File: config.mk
export PLATFORM = sky130hd
export DESIGN_NAME = mmio_uart_tx_flat
export DESIGN_NICKNAME = d
export VERILOG_FILES = /design/src/rtl/mmio_uart_tx_if.sv /design/src/rtl/mmio_uart_tx.sv /design/src/flat_wrapper.sv
export SDC_FILE = /design/constraint.sdc
export NUM_CORES = 1
export LEC_CHECK = 0
export CORE_MARGIN = 2
export CORE_UTILIZATION = 44
export CTS_BUF_LIST = sky130_fd_sc_hd__clkbuf_8 sky130_fd_sc_hd__clkbuf_16
export DETAILED_ROUTE_END_ITERATION = 16
export PLACE_DENSITY = 0.77
export REMOVE_ABC_BUFFERS = 1
export SLEW_MARGIN = 20
export SYNTH_ARGS = -nofsm -noshare
export SYNTH_HDL_FRONTEND = slang
export SYNTH_SLANG_ARGS = --single-unit
File: constraint.sdc
create_clock -name clk -period 2.2 [get_ports clk]
set_input_delay 0.22 -clock clk [delete_from_list [all_inputs] [get_ports clk]]
set_output_delay 0.22 -clock clk [all_outputs]
set_load 0.01 [all_outputs]
File: src/rtl/mmio_uart_tx_if.sv
// Data-memory bus slice seen by the console UART: store port, registered load port,
// serial TX pin and the idle interrupt.
interface mmio_uart_tx_if;
    logic        write_mem;
    logic [2:0]  funct3;
    logic [31:0] write_address;
    logic [31:0] write_data;
    logic [31:0] read_address;
    logic [31:0] read_data;
    logic        hit;
    logic        tx;
    logic        irq;

    modport master (
        output write_mem, funct3, write_address, write_data, read_address,
        input  read_data, hit, tx, irq
    );

    modport slave (
        input  write_mem, funct3, write_address, write_data, read_address,
        output read_data, hit, tx, irq
    );
endinterface

File: src/rtl/mmio_uart_tx.sv
// Memory-mapped UART transmitter: byte FIFO feeding an 8N1 serialiser on the data bus.
// Define UART_PARITY_EN for 8E1 framing (even parity bit, advertised in STATUS bit9).
module mmio_uart_tx #(
    parameter logic [31:0] BASE_ADDR  = 32'hFFFF_FFF0,
    parameter int unsigned CLK_HZ     = 12000000,
    parameter int unsigned BAUD       = 115200,
    parameter int unsigned FIFO_DEPTH = 8
) (
    input  logic          clk,
    input  logic          reset,
    mmio_uart_tx_if.slave bus
);
    localparam int unsigned DIV = CLK_HZ / BAUD;
    localparam int unsigned BW  = $clog2(DIV + 1);
    localparam int unsigned PW  = $clog2(FIFO_DEPTH);
    localparam int unsigned CW  = PW + 1;

    localparam logic [BW-1:0] BIT_LAST = BW'(DIV - 1);
    localparam logic [BW-1:0] BAUD_ONE = BW'(1);
    localparam logic [PW-1:0] PTR_ONE  = PW'(1);
    localparam logic [CW-1:0] CNT_ONE  = CW'(1);
    localparam logic [CW-1:0] FULL_CNT = CW'(FIFO_DEPTH);

    // IDLE: wait/pop | START: tx low | DATA: lsb first | PARITY: even | STOP: tx high
`ifdef UART_PARITY_EN
    typedef enum logic [2:0] {S_IDLE, S_START, S_DATA, S_PARITY, S_STOP} state_t;
    localparam logic FEAT_BIT = 1'b1;
`else
    typedef enum logic [2:0] {S_IDLE, S_START, S_DATA, S_STOP} state_t;
    localparam logic FEAT_BIT = 1'b0;
`endif

    state_t          state_q;
    logic [BW-1:0]   baud_q;
    logic [2:0]      idx_q;
    logic [7:0]      shift_q;
    logic            tx_q;
`ifdef UART_PARITY_EN
    logic            parity_q;
`endif

    logic [7:0]      mem_q [FIFO_DEPTH];
    logic [PW-1:0]   wr_ptr_q, wr_ptr_d;
    logic [PW-1:0]   rd_ptr_q, rd_ptr_d;
    logic [CW-1:0]   count_q, count_d;
    logic            ovf_q, ovf_d;
    logic            irq_q;
    logic            hit_q;
    logic [31:0]     rd_data_q;

    logic in_win_w, in_win_r, push_req, clr_req;
    logic full, empty, busy, pop, push, ovf_set;
    logic [31:0] status;

    assign in_win_w = bus.write_address[31:4] == BASE_ADDR[31:4];
    assign in_win_r = bus.read_address[31:4] == BASE_ADDR[31:4];
    assign push_req = bus.write_mem && in_win_w && (bus.write_address[3:2] == 2'd0);
    assign clr_req  = bus.write_mem && in_win_w && (bus.write_address[3:2] == 2'd1)
                      && bus.write_data[3];

    assign full    = count_q == FULL_CNT;
    assign empty   = count_q == '0;
    assign busy    = state_q != S_IDLE;
    assign pop     = (state_q == S_IDLE) && !empty;
    // A pop on the same edge frees a slot, so a push into a full FIFO still lands.
    assign push    = push_req && (!full || pop);
    assign ovf_set = push_req && full && !pop;

    assign status = {22'd0, FEAT_BIT, 5'(count_q), ovf_q, empty, full, busy};

    always_comb begin
        wr_ptr_d = wr_ptr_q;
        rd_ptr_d = rd_ptr_q;
        count_d  = count_q;
        ovf_d    = ovf_q;
        if (push) wr_ptr_d = wr_ptr_q + PTR_ONE;
        if (pop)  rd_ptr_d = rd_ptr_q + PTR_ONE;
        case ({push, pop})
            2'b10:   count_d = count_q + CNT_ONE;
            2'b01:   count_d = count_q - CNT_ONE;
            default: count_d = count_q;
        endcase
        if (clr_req) ovf_d = 1'b0;
        if (ovf_set) ovf_d = 1'b1;
    end

    always_ff @(posedge clk) begin
        if (push) mem_q[wr_ptr_q] <= bus.write_data[7:0];
    end

    always_ff @(posedge clk) begin
        if (reset) begin
            wr_ptr_q  <= '0;
            rd_ptr_q  <= '0;
            count_q   <= '0;
            ovf_q     <= 1'b0;
            irq_q     <= 1'b1;
            hit_q     <= 1'b0;
            rd_data_q <= '0;
        end else begin
            wr_ptr_q  <= wr_ptr_d;
            rd_ptr_q  <= rd_ptr_d;
            count_q   <= count_d;
            ovf_q     <= ovf_d;
            irq_q     <= empty && !busy;
            hit_q     <= in_win_r;
            rd_data_q <= (in_win_r && (bus.read_address[3:2] == 2'd1)) ? status : '0;
        end
    end

    always_ff @(posedge clk) begin
        if (reset) begin
            state_q  <= S_IDLE;
            baud_q   <= '0;
            idx_q    <= '0;
            shift_q  <= '0;
            tx_q     <= 1'b1;
`ifdef UART_PARITY_EN
            parity_q <= 1'b0;
`endif
        end else begin
            case (state_q)
                S_IDLE: begin
                    tx_q <= 1'b1;
                    if (pop) begin
                        shift_q  <= mem_q[rd_ptr_q];
`ifdef UART_PARITY_EN
                        parity_q <= ^mem_q[rd_ptr_q];
`endif
                        baud_q   <= BIT_LAST;
                        tx_q     <= 1'b0;
                        state_q  <= S_START;
                    end
                end
                S_START: begin
                    if (baud_q == '0) begin
                        baud_q  <= BIT_LAST;
                        idx_q   <= '0;
                        tx_q    <= shift_q[0];
                        state_q <= S_DATA;
                    end else begin
                        baud_q <= baud_q - BAUD_ONE;
                    end
                end
                S_DATA: begin
                    if (baud_q == '0) begin
                        baud_q <= BIT_LAST;
                        if (idx_q == 3'd7) begin
`ifdef UART_PARITY_EN
                            tx_q    <= parity_q;
                            state_q <= S_PARITY;
`else
                            tx_q    <= 1'b1;
                            state_q <= S_STOP;
`endif
                        end else begin
                            shift_q <= {1'b0, shift_q[7:1]};
                            idx_q   <= idx_q + 3'd1;
                            tx_q    <= shift_q[1];
                        end
                    end else begin
                        baud_q <= baud_q - BAUD_ONE;
                    end
                end
`ifdef UART_PARITY_EN
                S_PARITY: begin
                    if (baud_q == '0) begin
                        baud_q  <= BIT_LAST;
                        tx_q    <= 1'b1;
                        state_q <= S_STOP;
                    end else begin
                        baud_q <= baud_q - BAUD_ONE;
                    end
                end
`endif
                S_STOP: begin
                    tx_q <= 1'b1;
                    if (baud_q == '0) begin
                        state_q <= S_IDLE;
                    end else begin
                        baud_q <= baud_q - BAUD_ONE;
                    end
                end
                default: begin
                    tx_q    <= 1'b1;
                    state_q <= S_IDLE;
                end
            endcase
        end
    end

    assign bus.tx        = tx_q;
    assign bus.irq       = irq_q;
    assign bus.hit       = hit_q;
    assign bus.read_data = rd_data_q;

    logic unused_bus_bits;
    assign unused_bus_bits = ^{bus.funct3, bus.write_data[31:8],
                               bus.write_address[1:0], bus.read_address[1:0]};
endmodule

File: src/flat_wrapper.sv
// flat-port wrapper written by rule: the top's interface ports become plain ports
module mmio_uart_tx_flat 
#(
    parameter logic [31:0] BASE_ADDR  = 32'hFFFF_FFF0,
    parameter int unsigned CLK_HZ     = 12000000,
    parameter int unsigned BAUD       = 115200,
    parameter int unsigned FIFO_DEPTH = 8
)
  (clk, reset, bus_write_mem, bus_funct3, bus_write_address, bus_write_data, bus_read_address, bus_read_data, bus_hit, bus_tx, bus_irq);
  mmio_uart_tx_if bus_i ();
  input  logic clk;
  input  logic reset;
  input wire logic [$bits(bus_i.write_mem)-1:0] bus_write_mem;
  input wire logic [$bits(bus_i.funct3)-1:0] bus_funct3;
  input wire logic [$bits(bus_i.write_address)-1:0] bus_write_address;
  input wire logic [$bits(bus_i.write_data)-1:0] bus_write_data;
  input wire logic [$bits(bus_i.read_address)-1:0] bus_read_address;
  output wire logic [$bits(bus_i.read_data)-1:0] bus_read_data;
  output wire logic [$bits(bus_i.hit)-1:0] bus_hit;
  output wire logic [$bits(bus_i.tx)-1:0] bus_tx;
  output wire logic [$bits(bus_i.irq)-1:0] bus_irq;
  assign bus_i.write_mem = bus_write_mem;
  assign bus_i.funct3 = bus_funct3;
  assign bus_i.write_address = bus_write_address;
  assign bus_i.write_data = bus_write_data;
  assign bus_i.read_address = bus_read_address;
  assign bus_read_data = bus_i.read_data;
  assign bus_hit = bus_i.hit;
  assign bus_tx = bus_i.tx;
  assign bus_irq = bus_i.irq;
  mmio_uart_tx #(.BASE_ADDR(BASE_ADDR), .CLK_HZ(CLK_HZ), .BAUD(BAUD), .FIFO_DEPTH(FIFO_DEPTH)) u_core (.clk(clk), .reset(reset), .bus(bus_i));
endmodule
# ---- Word-level counts from Yosys, hierarchy flattened
# Memories as Yosys holds them, arrays and structs flattened. A register that Yosys moved wholly into a read port is not among the register bits.
# Index checks and enable logic that the tools add are counted.
# Widths: inputs -> output; s select.
dict set report op_classes {
  add_sub_neg 6
  n_eq_ne 18
  n_mux 29
  n_bitwise 1
  reduce_logical 32
}
# cell n
set ops {}
lappend ops {{$eq 28x28->1 const B} 2}
lappend ops {{$mux 3} 9}
lappend ops {{$mux 8} 3}
lappend ops {{$mux 7} 3}
lappend ops {{$pmux 7 s3} 1}
lappend ops {{$pmux 8 s2} 1}
lappend ops {{$pmux 3 s4} 1}
lappend ops {{$logic_and 1x1->1} 10}
lappend ops {{$ne 2x1->1 const B} 5}
lappend ops {{$add 3x1->3 const B} 3}
lappend ops {{$mux 1} 8}
lappend ops {{$pmux 4 s2} 1}
lappend ops {{$reduce_and 4->1} 2}
lappend ops {{$reduce_bool 2->1} 4}
lappend ops {{$logic_not 7->1} 1}
lappend ops {{$sub 7x1->7 const B} 1}
lappend ops {{$eq 2x1->1 const B} 3}
lappend ops {{$eq 3x2->1 const B} 2}
lappend ops {{$pmux 3 s2} 1}
lappend ops {{$reduce_bool 3->1} 2}
lappend ops {{$reduce_and 5->1} 1}
lappend ops {{$add 4x1->4 const B} 1}
lappend ops {{$eq 4x4->1 const B} 1}
lappend ops {{$logic_not 1->1} 4}
lappend ops {{other kinds (14)} 16}
dict set report word_totals {
  reg_bits 67
  ram_bits 64
  elab_cells 100
  mem_count 1
}
# memory words word_bits read_ports rd_clocked_by_memory_dff write_ports line
set mem_list {}
lappend mem_list {u_core.mem_q 8 8 1 1 1 mmio_uart_tx.sv:42} ;# logic [7:0] mem_q [FIFO_DEPTH];

# ---- Depth between registers and ports, before layout
dict set report depth {
  depth_word 7
  mapped_depth 12
  ltp_nobuf 12
}

# ---- Least setup slack after synthesis
# No wires, ideal clock.
dict set report synth_timing {
  path_type {reg2reg}
  start {register u_core.state_q[0]}
  end {register u_core.count_q[3]}
  setup_ns 0.121
  t_arrival_ns 2.313
  t_required_ns 2.079
  slack_ns -0.234
  path_stages_with_launch 13
  synth_period_minus_slack_ns 2.434
  cell_sequence {dfxtp_1 -> inv_1 -> ha_1 -> inv_1 -> nor2_2 -> nand2_1 -> inv_1 -> ha_1 -> a21o_1 -> a21oi_1 -> nor3_1 -> mux2i_1 -> mux2_2}
}
dict set report synth_between {
  elab_chain_cells 6
}
# element line
set synth_rtl {}
lappend synth_rtl {{from (decl)} mmio_uart_tx.sv:33} ;# state_t state_q;
lappend synth_rtl {{from (signal assigned)} mmio_uart_tx.sv:113} ;# state_q <= S_IDLE;
lappend synth_rtl {{from (signal assigned)} mmio_uart_tx.sv:132} ;# state_q <= S_START;
lappend synth_rtl {{from (signal assigned)} mmio_uart_tx.sv:140} ;# state_q <= S_DATA;
lappend synth_rtl {{$logic_not 3->1 (*)} mmio_uart_tx.sv:64} ;# assign pop = (state_q == S_IDLE) && !empty;
lappend synth_rtl {{$logic_and 1x1->1 (*)} mmio_uart_tx.sv:64}
lappend synth_rtl {{$logic_or 1x1->1} mmio_uart_tx.sv:66} ;# assign push = push_req && (!full || pop);
lappend synth_rtl {{$logic_and 1x1->1} mmio_uart_tx.sv:66}
lappend synth_rtl {{$eq 2x1->1 or $eq 2x2->1 (tied branches)} mmio_uart_tx.sv:78} ;# case ({push, pop})
lappend synth_rtl {{$pmux 4 s2 or $reduce_bool 2->1 (tied branches)} -}
lappend synth_rtl {{to (signal assigned)} mmio_uart_tx.sv:103} ;# count_q <= count_d;
lappend synth_rtl {{to (decl)} mmio_uart_tx.sv:45} ;# logic [CW-1:0] count_q, count_d;
# Mark *: on every way between the ends. The rest lies on a longest branch, timed or not.
# A chain may end at the register's enable or synchronous reset.

# ---- Worst setup path after layout
dict set report layout_timing {
  start {register u_core.count_q[2]}
  end {register u_core.count_q[3]}
}
dict set report layout_between {
  elab_chain_cells 7
}
# element line
set layout_rtl {}
lappend layout_rtl {{$logic_not 4->1} mmio_uart_tx.sv:62} ;# assign empty = count_q == '0;
lappend layout_rtl {{$logic_not 1->1} mmio_uart_tx.sv:64}
lappend layout_rtl {{$logic_and 1x1->1} mmio_uart_tx.sv:64}
lappend layout_rtl {{$logic_or 1x1->1} mmio_uart_tx.sv:66}
lappend layout_rtl {{$logic_and 1x1->1} mmio_uart_tx.sv:66}
lappend layout_rtl {{$eq 2x1->1 or $eq 2x2->1 (tied branches)} mmio_uart_tx.sv:78}
lappend layout_rtl {{$pmux 4 s2 or $reduce_bool 2->1 (tied branches)} -}
# Parallel ways exist; a longest one is shown, timed or not.

==> tab_implementation.tex <==
\begin{tabular}{lr}
\hline
Metric & Value \\
\hline
\multicolumn{2}{l}{\textbf{Pwr}} \\
Share of power burned in the clock network & 0.191 \\
Power density over cell area & between 900 and 1000 nW/um\^{}2 \\
Reg power frac & 0.412 \\
Combinational share of power & 0.397 \\
Net Sw Frac & 0.349 \\
Reported net switching power & around 2.1 mW \\
Internal Dissipation & 3.93 mW \\
Lkg Pwr & about 2.5 nW \\
Max VDD drop & 0.482 mV \\
\multicolumn{2}{l}{\textbf{Yosys}} \\
Top cell types by occurrence after synthesis & edfxtp\_1, dfxtp\_1, nor2\_1 \\
Number of cells produced by synthesis & 384 \\
Library cell with the highest instance count after synthesis & edfxtp\_1 \\
Post-Syn Area per Cell & approximately 13 sq um \\
Yosys warning total & 0 \\
Sequential cell area fraction in the yosys report & 0.571 \\
Async SR Flop Fraction & 0 \\
Post-synthesis instance area & 4940 sq um \\
Leading area contributor after synthesis & edfxtp\_1 \\
Cell variety after synth & 61 \\
Number of flops mapped to enable cells by yosys & 64 \\
Synthesized flop and latch total & 109 \\
Top post-synthesis cells by area & edfxtp\_1, dfxtp\_1, mux4\_2 \\
Most frequently used flop master after synthesis & edfxtp\_1 \\
Portion of synthesized cell area occupied by the leading cell type & 0.389 \\
\multicolumn{2}{l}{\textbf{Clocking}} \\
Clk sinks & 109 \\
Worst-Skew Late Latency & 0.37 ns \\
Clock buffer depth & 2 \\
Number of buffers added by the clock tree synthesis step & 9 \\
CTS Hold Bufs & 0 \\
Root Buffer Master & clkbuf\_8 \\
Clock slew at reported path FFs & 0.10 ns \\
\# H-tree levels & 3 \\
Clock tree from TritonCTS & yes \\
\multicolumn{2}{l}{\textbf{Final layout}} \\
Number of filler cells placed in the layout & 858 \\
N\_diodes & 0 \\
Fraction of layout cells with a size suffix above 1 & 0.203 \\
NumNets Final & 611 \\
Final core utilization & 0.581 \\
Non-filler cells in the finished layout & between 600 and 700 \\
Post-synthesis to final-layout area growth & 28.0\% \\
Final non-filler cell area & 6320 sq um \\
\multicolumn{2}{l}{\textbf{Floorplanning}} \\
Die height & 110 um \\
Core Rows & 38 \\
Die Area & around 12000 sq um \\
Area of the core & 10900 sq um \\
Initial core utilization & 0.454 \\
Die Wd & 110 um \\
I/O pins & roughly 140 \\
\multicolumn{2}{l}{\textbf{Timing}} \\
Clock period minus final worst setup slack & roughly 2.1 ns \\
RSZ-0062 raised after global routing & yes \\
Count of endpoints failing setup in the final report & 0 \\
Worst rel slew slack & 0.652 \\
Final cycle utilization of the critical path & 0.973 \\
Achievable Freq & approximately 0.47 GHz \\
Slew at the pin closest to its max-slew limit & 0.522 ns \\
Final-report max-slew violation count & 0 \\
Clock Skews & 0.0134 ns \\
Number of hold violations in the final report & 0 \\
\multicolumn{2}{l}{\textbf{Setup path}} \\
Startpoint types & register \\
Type of the worst setup path & reg -> reg \\
Crit path max-delay cell type & dfxtp\_2 \\
CP required & 2.47 ns \\
Cell count of the worst reg-to-reg path & 10 \\
Register-to-register path setup slack & just under 0.06 ns \\
Delay of the slowest cell on the worst path & 0.35 ns \\
Worst EP arrival & 2.41 ns \\
Critical path peak fanout & 2 \\
Worst Setup End Kind & register \\
Cell breakdown of the critical path & nor4\_4 -> nor2\_4 -> nand2\_2 -> inv\_2 -> ha\_4 -> a21o\_1 -> a21oi\_4 -> nor3\_2 -> mux2i\_1 -> mux2\_2 \\
\multicolumn{2}{l}{\textbf{Global route}} \\
GRT Util Overall & 0.176 \\
Pin count of the biggest net entering global routing & 28 \\
First-pass GRT wire length & 16300 um \\
GRT overflow & 0 \\
Vias in the first global route & 3449 \\
Antenna violations before repair & 0 \\
\multicolumn{2}{l}{\textbf{Routing}} \\
Total wire length after detailed routing & 10500 um \\
DRC marker count from the first detailed-route iteration & 182 \\
Post-route DRC & 0 \\
Vias per Instance & 5.31 \\
Via count of the routed design & around 3400 \\
Wire per inst & 16.3 um \\
Iteration count of the initial detailed-routing pass & 4 \\
Post-DRT Antenna Nets & 0 \\
\multicolumn{2}{l}{\textbf{Worst hold path}} \\
Type of the tightest min-delay check & reg -> reg \\
Hold depth & 2 \\
\multicolumn{2}{l}{\textbf{Job}} \\
Max-cap check violation count & 0 \\
\multicolumn{2}{l}{\textbf{Place}} \\
Port Buffer Count & a little over 80 \\
Final HPWL from detailed placement & 7590 um \\
Placed instance area & 6030 sq um \\
Routability-driven placement congestion ratio & 0.802 \\
Number of placed cells counting well taps & 625 \\
\multicolumn{2}{l}{\textbf{Status}} \\
Run status & finished clean \\
\hline
\end{tabular}
final timing paths:
check,start,to
min reg2reg,u_core.ovf_q,u_core.bus.read_data[3]
max,u_core.count_q[2],u_core.count_q[3]
min,u_core.ovf_q,u_core.bus.read_data[3]
max reg2reg,u_core.count_q[2],u_core.count_q[3]
cell type report:
class | count | area, sq um | area share
Sequential cell | 109 | 2830 | 0.447
Tap cell | 140 | 175 | 0.0277
Multi-Input combinational cell | 249 | 2000 | 0.317
Timing Repair Buffer | 113 | 1080 | 0.171
Inverter | 15 | 56.3 | 0.00890
Clock inverter | 7 | 61.3 | 0.00969
Clock buffer | 9 | 124 | 0.0196
power groups by stage:
stage | Combinational, mW | Sequential [mW] | Clock (mW)
finish | 2.40 | 2.49 | 1.15
global route | 2.66 | 2.51 | 1.26
detailed placement | 2.25 | 2.52 | 0
CTS | 2.35 | 2.48 | 1.18
global placement | 2.17 | 2.52 | 0
floorplan | 1.45 | 2.56 | 0
per-stage QoR:
| step | power [mW] | setup WS, ns | TNS (ns) | hold WS, ns |
|---|---|---|---|---|
| after detailed placement | 4.77 | -0.602 | -20.29 | 0.446 |
| after floorplan | 4.00 | -0.436 | -3.87 | 0.289 |
| after CTS | 6.01 | 0.0104 | 0 | 0.460 |
| final | 6.05 | 0.0592 | 0 | 0.456 |
| after global placement | 4.69 | -0.448 | -15.23 | 0.443 |
| after global routing | 6.43 | -0.0354 | -0.0354 | 0.493 |
logic make-up (layout without fill, tap and decap cells):
| group | Yosys count | count (layout) | share of synthesized area |
|---|---|---|---|
| buffers and inverters | 49 | 144 | 0.0570 |
| DFF | 109 | 109 | 0.571 |
| other | 1 | 24 | 0.000759 |
| AOI/OAI and AO/OA | 57 | 57 | 0.0773 |
| xor gates and xnor gates | 5 | 5 | 0.00886 |
| adders and majority gates | 12 | 12 | 0.0319 |
| and+or+nand+nor | 117 | 117 | 0.142 |
| muxes | 34 | 34 | 0.111 |
metal layers:
metal / share of wire / vias to the layer above / GRT usage / wire [um]
li1: - / 1613 / - / -
met1: 0.40 / 1670 / 0.217 / 4240
met2: 0.53 / 115 / 0.314 / 5580
met3: 0.053 / 8 / 0.0285 / 556
met4: 0.0094 / 0 / 0.0524 / 99
met5: 0 / - / 0 / 0
registers in the layout, indices dropped and copies added (netlist names), 2 cells and up, named ones only:
signal and count:
u_core.mem_q 64, u_core.state_q 2, u_core.baud_q 7, u_core.count_q 4, u_core.bus.read_data 8, u_core.idx_q 3, u_core.shift_q 8, u_core.rd_ptr_q 3
u_core.wr_ptr_q 3
cells in the final DEF, fill, tap and decap left out, drive strengths merged, types with 5 or more instances in the layout:
cell           synthesis  final
conb                   1     24
dlymetal6s2s           0     14
dlygate4sd2            0     16
o2bb2ai                8      8
mux2                   5      5
mux4                  16     16
nand2                 16     16
nor3                  10     10
clkbuf                 4      9
nand3                  5      5
nor2                  44     44
nor4                   6      6
ha                    11     11
edfxtp                64     64
or3                    5      5
mux2i                 13     13
dfxtp                 45     45
nand4                 12     12
a21oi                 19     19
buf                   30     32
clkdlybuf4s50          0     51
inv                   15     19
o21ai                 10     10
repair_timing:
| action | CTS | global route |
|---|---|---|
| pin swaps | 14 | 12 |
| resized for setup | 25 | 23 |
| buffers inserted | 1 | 0 |
| setup endpoints to repair | 2 | 13 |
| cloned | 0 | 0 |
critical path, delay by kind of cell (launching register included):
family                   cells  cell delay, ns
adder cells (fa/ha/maj)      1            0.20
AO/OA/AOI/OAI                2            0.39
AND/OR/NAND/NOR              4            0.57
flip-flops                   1            0.35
multiplexers                 2            0.48
buffers and inverters        1            0.05
Power figures use the tool's default switching activity.
